==> config.mk <==
export PLATFORM = sky130hd
export DESIGN_NAME = pin_ctrl_seq
export DESIGN_NICKNAME = d
export VERILOG_FILES = /design/src/rtl/pin_ctrl_pkg.sv /design/src/rtl/pin_ctrl_tbl.sv /design/src/rtl/pin_ctrl_seq.sv
export SDC_FILE = /design/constraint.sdc
export NUM_CORES = 2
export LEC_CHECK = 0
export CAP_MARGIN = 20
export CORE_MARGIN = 5
export CORE_UTILIZATION = 46
export CTS_CLUSTER_SIZE = 12
export DETAILED_ROUTE_END_ITERATION = 10
export GPL_TIMING_DRIVEN = 0
export PLACE_DENSITY = 0.76
export SYNTH_ARGS = -nofsm -noshare
export SYNTH_HDL_FRONTEND = slang
export SYNTH_SLANG_ARGS = --single-unit
==> constraint.sdc <==
create_clock -name sys_clk -period 2.9 [get_ports sys_clk]
set_clock_uncertainty 0.1 [all_clocks]
set_input_delay 0.725 -clock sys_clk [delete_from_list [all_inputs] [get_ports sys_clk]]
set_output_delay 0.725 -clock sys_clk [all_outputs]
set_load 0.05 [all_outputs]
==> src/rtl/pin_ctrl_pkg.sv <==
// Shared types for the pin_ctrl table sequencer: FSM states, table
// field-select codes and the per-entry record.
package pin_ctrl_pkg;

    typedef enum logic [2:0] {
        ST_IDLE     = 3'd0,
        ST_DIS      = 3'd1,
        ST_CFG_FRE  = 3'd2,
        ST_CFG_PINS = 3'd3,
        ST_RUN      = 3'd4,
        ST_DONE     = 3'd5
    } state_t;

    localparam logic [1:0] SEL_FRE   = 2'd0;
    localparam logic [1:0] SEL_PINS  = 2'd1;
    localparam logic [1:0] SEL_DWELL = 2'd2;

    typedef struct packed {
        logic [31:0] fre;
        logic [31:0] pins;
        logic [31:0] dwell;
    } tbl_entry_t;

    // A programmed dwell of zero still runs the entry for one cycle.
    function automatic logic [31:0] dwell_eff(input logic [31:0] d);
        return (d == 32'd0) ? 32'd1 : d;
    endfunction

endpackage

==> src/rtl/pin_ctrl_tbl.sv <==
// Step table: DEPTH entries of {fre, pins, dwell}, written one 32-bit
// field at a time, read combinationally by the sequencer's index.
module pin_ctrl_tbl
    import pin_ctrl_pkg::*;
#(
    parameter  int DEPTH = 8,
    localparam int AW    = $clog2(DEPTH)
) (
    input  logic          sys_clk,
    input  logic          sys_rst_n,
    input  logic          wr_en,
    input  logic [AW-1:0] wr_addr,
    input  logic [1:0]    wr_sel,
    input  logic [31:0]   wr_data,
    input  logic [AW-1:0] rd_addr,
    output tbl_entry_t    rd_entry
);

    tbl_entry_t mem [DEPTH];

    // Field write; select code 3 is a no-op. Reset clears every entry.
    always_ff @(posedge sys_clk or negedge sys_rst_n) begin
        if (!sys_rst_n) begin
            for (int i = 0; i < DEPTH; i++) mem[i] <= '0;
        end else if (wr_en) begin
            case (wr_sel)
                SEL_FRE:   mem[wr_addr].fre   <= wr_data;
                SEL_PINS:  mem[wr_addr].pins  <= wr_data;
                SEL_DWELL: mem[wr_addr].dwell <= wr_data;
                default:   ;
            endcase
        end
    end

    assign rd_entry = mem[rd_addr];

endmodule

==> src/rtl/pin_ctrl_seq.sv <==
// Table-driven sequencer for pin_ctrl_sub. Each entry runs the
// disable -> set frequency -> set pins -> enable handshake, then dwells.
module pin_ctrl_seq
    import pin_ctrl_pkg::*;
#(
    parameter  int DEPTH     = 8,
    parameter  int SETUP_CYC = 4,
    localparam int AW        = $clog2(DEPTH)
) (
    input  logic          sys_clk,
    input  logic          sys_rst_n,
    input  logic          tbl_wr_en,
    input  logic [AW-1:0] tbl_wr_addr,
    input  logic [1:0]    tbl_wr_sel,
    input  logic [31:0]   tbl_wr_data,
    input  logic [AW-1:0] seq_last,
    input  logic          seq_loop,
    input  logic          start,
    input  logic          stop,
    output logic          busy,
    output logic [AW-1:0] cur_idx,
    output logic          done,
    output logic          sw_en,
    output logic          set_fre_en,
    output logic [31:0]   set_fre,
    output logic          set_pins_en,
    output logic [31:0]   set_pins
);

    localparam int PW = (SETUP_CYC > 1) ? $clog2(SETUP_CYC) : 1;

    state_t        state, state_nxt;
    logic [AW-1:0] last_q;
    logic          loop_q;
    logic [PW-1:0] phase_cnt;
    logic [31:0]   dwell_cnt;
    tbl_entry_t    rd_entry;
    logic          phase_last;
    logic          dwell_last;
    logic          load_entry;
    logic          accept;

    pin_ctrl_tbl #(.DEPTH(DEPTH)) u_tbl (
        .sys_clk   (sys_clk),
        .sys_rst_n (sys_rst_n),
        .wr_en     (tbl_wr_en),
        .wr_addr   (tbl_wr_addr),
        .wr_sel    (tbl_wr_sel),
        .wr_data   (tbl_wr_data),
        .rd_addr   (cur_idx),
        .rd_entry  (rd_entry)
    );

    assign phase_last = (phase_cnt == PW'(SETUP_CYC - 1));
    assign dwell_last = (dwell_cnt <= 32'd1);
    assign load_entry = (state == ST_DIS) && (state_nxt == ST_CFG_FRE);
    assign accept     = (state == ST_IDLE) && (state_nxt == ST_DIS);

    // State register.
    always_ff @(posedge sys_clk or negedge sys_rst_n) begin
        if (!sys_rst_n) state <= ST_IDLE;
        else            state <= state_nxt;
    end

    // Next-state: stop overrides everything outside IDLE; in IDLE a
    // simultaneous stop drops the start.
    always_comb begin
        state_nxt = state;
        if (stop) begin
            state_nxt = ST_IDLE;
        end else begin
            case (state)
                ST_IDLE:     if (start) state_nxt = ST_DIS;
                ST_DIS:      state_nxt = ST_CFG_FRE;
                ST_CFG_FRE:  if (phase_last) state_nxt = ST_CFG_PINS;
                ST_CFG_PINS: if (phase_last) state_nxt = ST_RUN;
                ST_RUN: begin
                    if (dwell_last)
                        state_nxt = (cur_idx != last_q || loop_q) ? ST_DIS : ST_DONE;
                end
                ST_DONE:     state_nxt = ST_IDLE;
                default:     state_nxt = ST_IDLE;
            endcase
        end
    end

    // Phase counter times each config phase; restarts on every phase change.
    always_ff @(posedge sys_clk or negedge sys_rst_n) begin
        if (!sys_rst_n)
            phase_cnt <= '0;
        else if (state_nxt == state && (state == ST_CFG_FRE || state == ST_CFG_PINS))
            phase_cnt <= phase_cnt + 1'b1;
        else
            phase_cnt <= '0;
    end

    // Dwell counter: loaded with the entry's dwell, counts down through RUN.
    always_ff @(posedge sys_clk or negedge sys_rst_n) begin
        if (!sys_rst_n)
            dwell_cnt <= '0;
        else if (load_entry)
            dwell_cnt <= dwell_eff(rd_entry.dwell);
        else if (state == ST_RUN && !dwell_last)
            dwell_cnt <= dwell_cnt - 32'd1;
    end

    // Run parameters latched at start; entry index advances or wraps at RUN end.
    always_ff @(posedge sys_clk or negedge sys_rst_n) begin
        if (!sys_rst_n) begin
            last_q  <= '0;
            loop_q  <= 1'b0;
            cur_idx <= '0;
        end else if (accept) begin
            last_q  <= seq_last;
            loop_q  <= seq_loop;
            cur_idx <= '0;
        end else if (state == ST_RUN && state_nxt == ST_DIS) begin
            cur_idx <= (cur_idx == last_q) ? '0 : cur_idx + 1'b1;
        end
    end

    // Config values change only when leaving DIS, so they never move under
    // an asserted enable. Stop leaves them untouched.
    always_ff @(posedge sys_clk or negedge sys_rst_n) begin
        if (!sys_rst_n) begin
            set_fre  <= '0;
            set_pins <= '0;
        end else if (load_entry) begin
            set_fre  <= rd_entry.fre;
            set_pins <= rd_entry.pins;
        end
    end

    // Control outputs are a registered copy of the next-state decode, so
    // they always line up with the state register.
    always_ff @(posedge sys_clk or negedge sys_rst_n) begin
        if (!sys_rst_n) begin
            busy        <= 1'b0;
            done        <= 1'b0;
            sw_en       <= 1'b0;
            set_fre_en  <= 1'b0;
            set_pins_en <= 1'b0;
        end else begin
            busy        <= (state_nxt != ST_IDLE);
            done        <= (state_nxt == ST_DONE);
            sw_en       <= (state_nxt == ST_RUN);
            set_fre_en  <= (state_nxt == ST_CFG_FRE) || (state_nxt == ST_CFG_PINS);
            set_pins_en <= (state_nxt == ST_CFG_PINS);
        end
    end

endmodule

==> summary.md <==
| Metric | Value |
|---|---|
| # DRC | 0 |
| Synth Cell Area | 37,900 sq um |
| Die area | between 80,000 and 90,000 sq um |
| Max_slew headroom | 31.6% |
| Grt peak-use layer | met2 |
| Starting Density | between 40% and 50% |
| Max clock buf depth | 3 |
| Final worst path period need | 2.95 ns |
| Final Worst Setup Slack | -0.0539 ns |
| CORE AREA | 82,000 sq um |
| Yosys top cell by area | dfrtp_1 |
| Yosys top cell area share | about 58% |
| Worst Path Required | 3.38 ns |
| Vias in the first global route | approximately 29,000 |
| Crit end category | register |
| Cts bufs inserted | a little over 90 |
| Met3 Track Usage GR | between 8 and 9% |
| H-Tree Depth | 3 |
| Worst EP arrival | 3.44 ns |
| First-pass GRT wire length | 190 mm |
| Register area | 22,100 sq um |
| Post-DP HPWL | 88.5 mm |
| Async set-reset flop share out of synthesis | 100% |
| Worst vdd ir | 0.510 mV |
| Crit Path Class | in -> reg |
| Area Overhead vs Synth | 17.7% |
| Cells after synthesis | 2,805 |
| Fin crit share | 102% |
| # fillers | 6,596 |
| Post-synth EDFFs | 0 |
| Pins Over Slew Limit | 0 |
| Syn_nets | 2,858 |
| Max FO, Critical Path | 10 |
| Clock latency on the worst-skew pair | 0.67 ns |
| Initial drt markers | 3,980 |
| Leak | 19.8 nW |
| Ys Warns | 0 |
| Die height | 297 microns |
| PortBufs | 117 |
| Tot GR Track Use | 28.2% |
| RSZ-0062 raised after global routing | yes |
| Max Cap Viol | 0 |
| Final setup vio count | 70 |
| 1st-pass router iterations | 5 |
| Unique masters post-synth | 58 |
| Share of cells above drive strength 1 | a little under a fifth |
| Seq/Total Area, Yosys | between 50% and 60% |
| Final #Nets | 3,096 |
| Final hold viol count | 0 |
| Setup TNS | -1.20 ns |
| Die width | around 300 microns |
| Fmax | 0.339 GHz |
| Top FF cell, synth | dfrtp_1 |
| Multi-input logic area | between 15,000 and 20,000 sq um |
| Root Driver | clkbuf_16 |
| Met2 Resource Use GR | 41.8% |
| Dpl cells | 4,002 |
| Worst setup SP type | input port |
| Top cells by area, synth | dfrtp_1 58%, a22o_1 18%, mux4_2 8.2%, mux2i_1 4.6%, clkbuf_1 2.5% |
| Post-Syn Area per Cell | 13.5 sq um |
| Initial antenna violation count | 6 |
| Worst hold path class | in -> async |
| M1 GR Usage | approximately 38% |
| Vias/cell | 6.87 |
| Routed vias | 28,700 |
| Antenna-violating nets left | 0 |
| Failing checks | setup timing |
| Final Power | 28.0 mW |
| Clock-pin slew on the worst setup and hold paths | approximately 0.06 ns |
| Finished Layout Cells | 4,176 |
| Largest net degree at the start of global routing | 126 |
| FF-to-FF setup slack | 0.02 ns |
| Clock tree from TritonCTS | done |
| # hold bufs at CTS | 0 |
| Outcome | finished, violations left |
| Post-synthesis register bit count | approximately 880 |
| Most used cells in the layout excluding fill and tap cells | 876 x dfrtp_1, 773 x a22o_1, 163 x mux2i_1 |
| Avg WL per Cell | 30.7 microns |
| Worst-margin pin slew | 1.03 ns |
| DP Worst Slack | -1.97 ns |
| CTS Sinks | between 800 and 900 |
| Core Util, Final | approximately 54% |
| Power per cell area | 628 nW/um^2 |
| Commonest non-fill, non-tap cell in the layout | dfrtp_1 |
| GP Congestion | roughly 0.95 |
| I/O pin count | 118 |
| Grt ovf | 0 |
| Row cnt | 105 |
| Post-Route WL | 128 mm |
report_power, final:
| part | switching, mW | internal [mW] |
|---|---|---|
| Clock | 4.93 | 6.34 |
| Combinational | 2.13 | 1.22 |
| Sequential | 0.456 | 13.0 |
path summary, 6_finish.rpt:
path	from	end	depth (start not counted)
max	tbl_wr_sel[0]	register	8
min	sys_rst_n	asynchronous set/reset pin	1
max reg2reg	cur_idx[0]$_DFFE_PN0P_	set_pins[2]$_DFFE_PN0N_	7
min reg2reg	phase_cnt[0]$_DFF_PN0_	phase_cnt[0]$_DFF_PN0_	1
max in group asynchronous	sys_rst_n	set_fre[17]$_DFFE_PN0N_	4
min in group sys_clk	phase_cnt[0]$_DFF_PN0_	phase_cnt[0]$_DFF_PN0_	1
per-layer routing:
metal | vias to the layer above | part of all wire, %
met5 | - | 0.0070
met3 | 422 | 12
met2 | 2088 | 44
li1 | 11400 | -
met4 | 2 | 6.1
met1 | 14800 | 38
Yosys cell counts (6+ instances only):
| cell | instances |
|---|---|
| dfrtp_1 | 881 |
| a22o_1 | 774 |
| clkbuf_1 | 257 |
| mux2i_1 | 174 |
| mux4_2 | 138 |
| nand2_1 | 106 |
| o21ai_0 | 81 |
| a22oi_1 | 61 |
| nor2_1 | 49 |
| nand3_1 | 41 |
| buf_1 | 27 |
| buf_2 | 20 |
| xnor2_1 | 20 |
| nor3_1 | 15 |
| or3_1 | 14 |
| nor2b_1 | 13 |
| nor4_1 | 13 |
| inv_1 | 10 |
| a21o_1 | 9 |
| a21oi_1 | 8 |
| o311ai_0 | 8 |
| ha_1 | 7 |
| or4_1 | 7 |
| xor2_1 | 6 |
worst max-delay path, cell delays in order:
cell and delay [ns]:
clkdlybuf4s50_1 0.55, ha_1 0.30, nor2b_4 0.26, nor2b_1 0.36
nand2_2 0.34, nor2_4 0.35, clkbuf_2 0.34, a22o_1 0.21
metrics by stage:
stage                     instance area [sq um]  hold WS, ns
after floorplan                           38000        0.306
after global placement                    40500        0.322
after detailed placement                  40700        0.328
after CTS                                 44200       0.0719
after global routing                      44700        0.117
final                                     44700       0.0218
cells by family after synthesis:
family | Yosys count | synth area share (%)
AO/OA/AOI/OAI | 965 | 21.2
XOR/XNOR | 26 | 0.600
flip-flops | 881 | 58.1
buffers and inverters | 315 | 3.20
multiplexers | 318 | 13.0
adder cells (fa/ha/maj) | 7 | 0.231
AND/OR/NAND/NOR | 293 | 3.75
repair_timing:
action / in CTS / in global routing
setup buffers: 7 / 12
endpoints found under the setup margin: 796 / 773
pin swaps: 6 / 8
gates resized for setup: 256 / 174
gates cloned: 0 / 2
layout make-up:
type / instances / share of cell area (%)
flip-flops and latches: 881 / 49.4
multi-input cells: 1609 / 33.9
repair buffers: 149 / 3.65
clock inverters: 14 / 0.249
well taps: 1070 / 3.00
diodes: 4 / 0.0224
inverters: 10 / 0.0840
clock buffers: 138 / 5.99
plain buffers: 301 / 3.73
No activity file was read; power rests on OpenSTA's default activity.
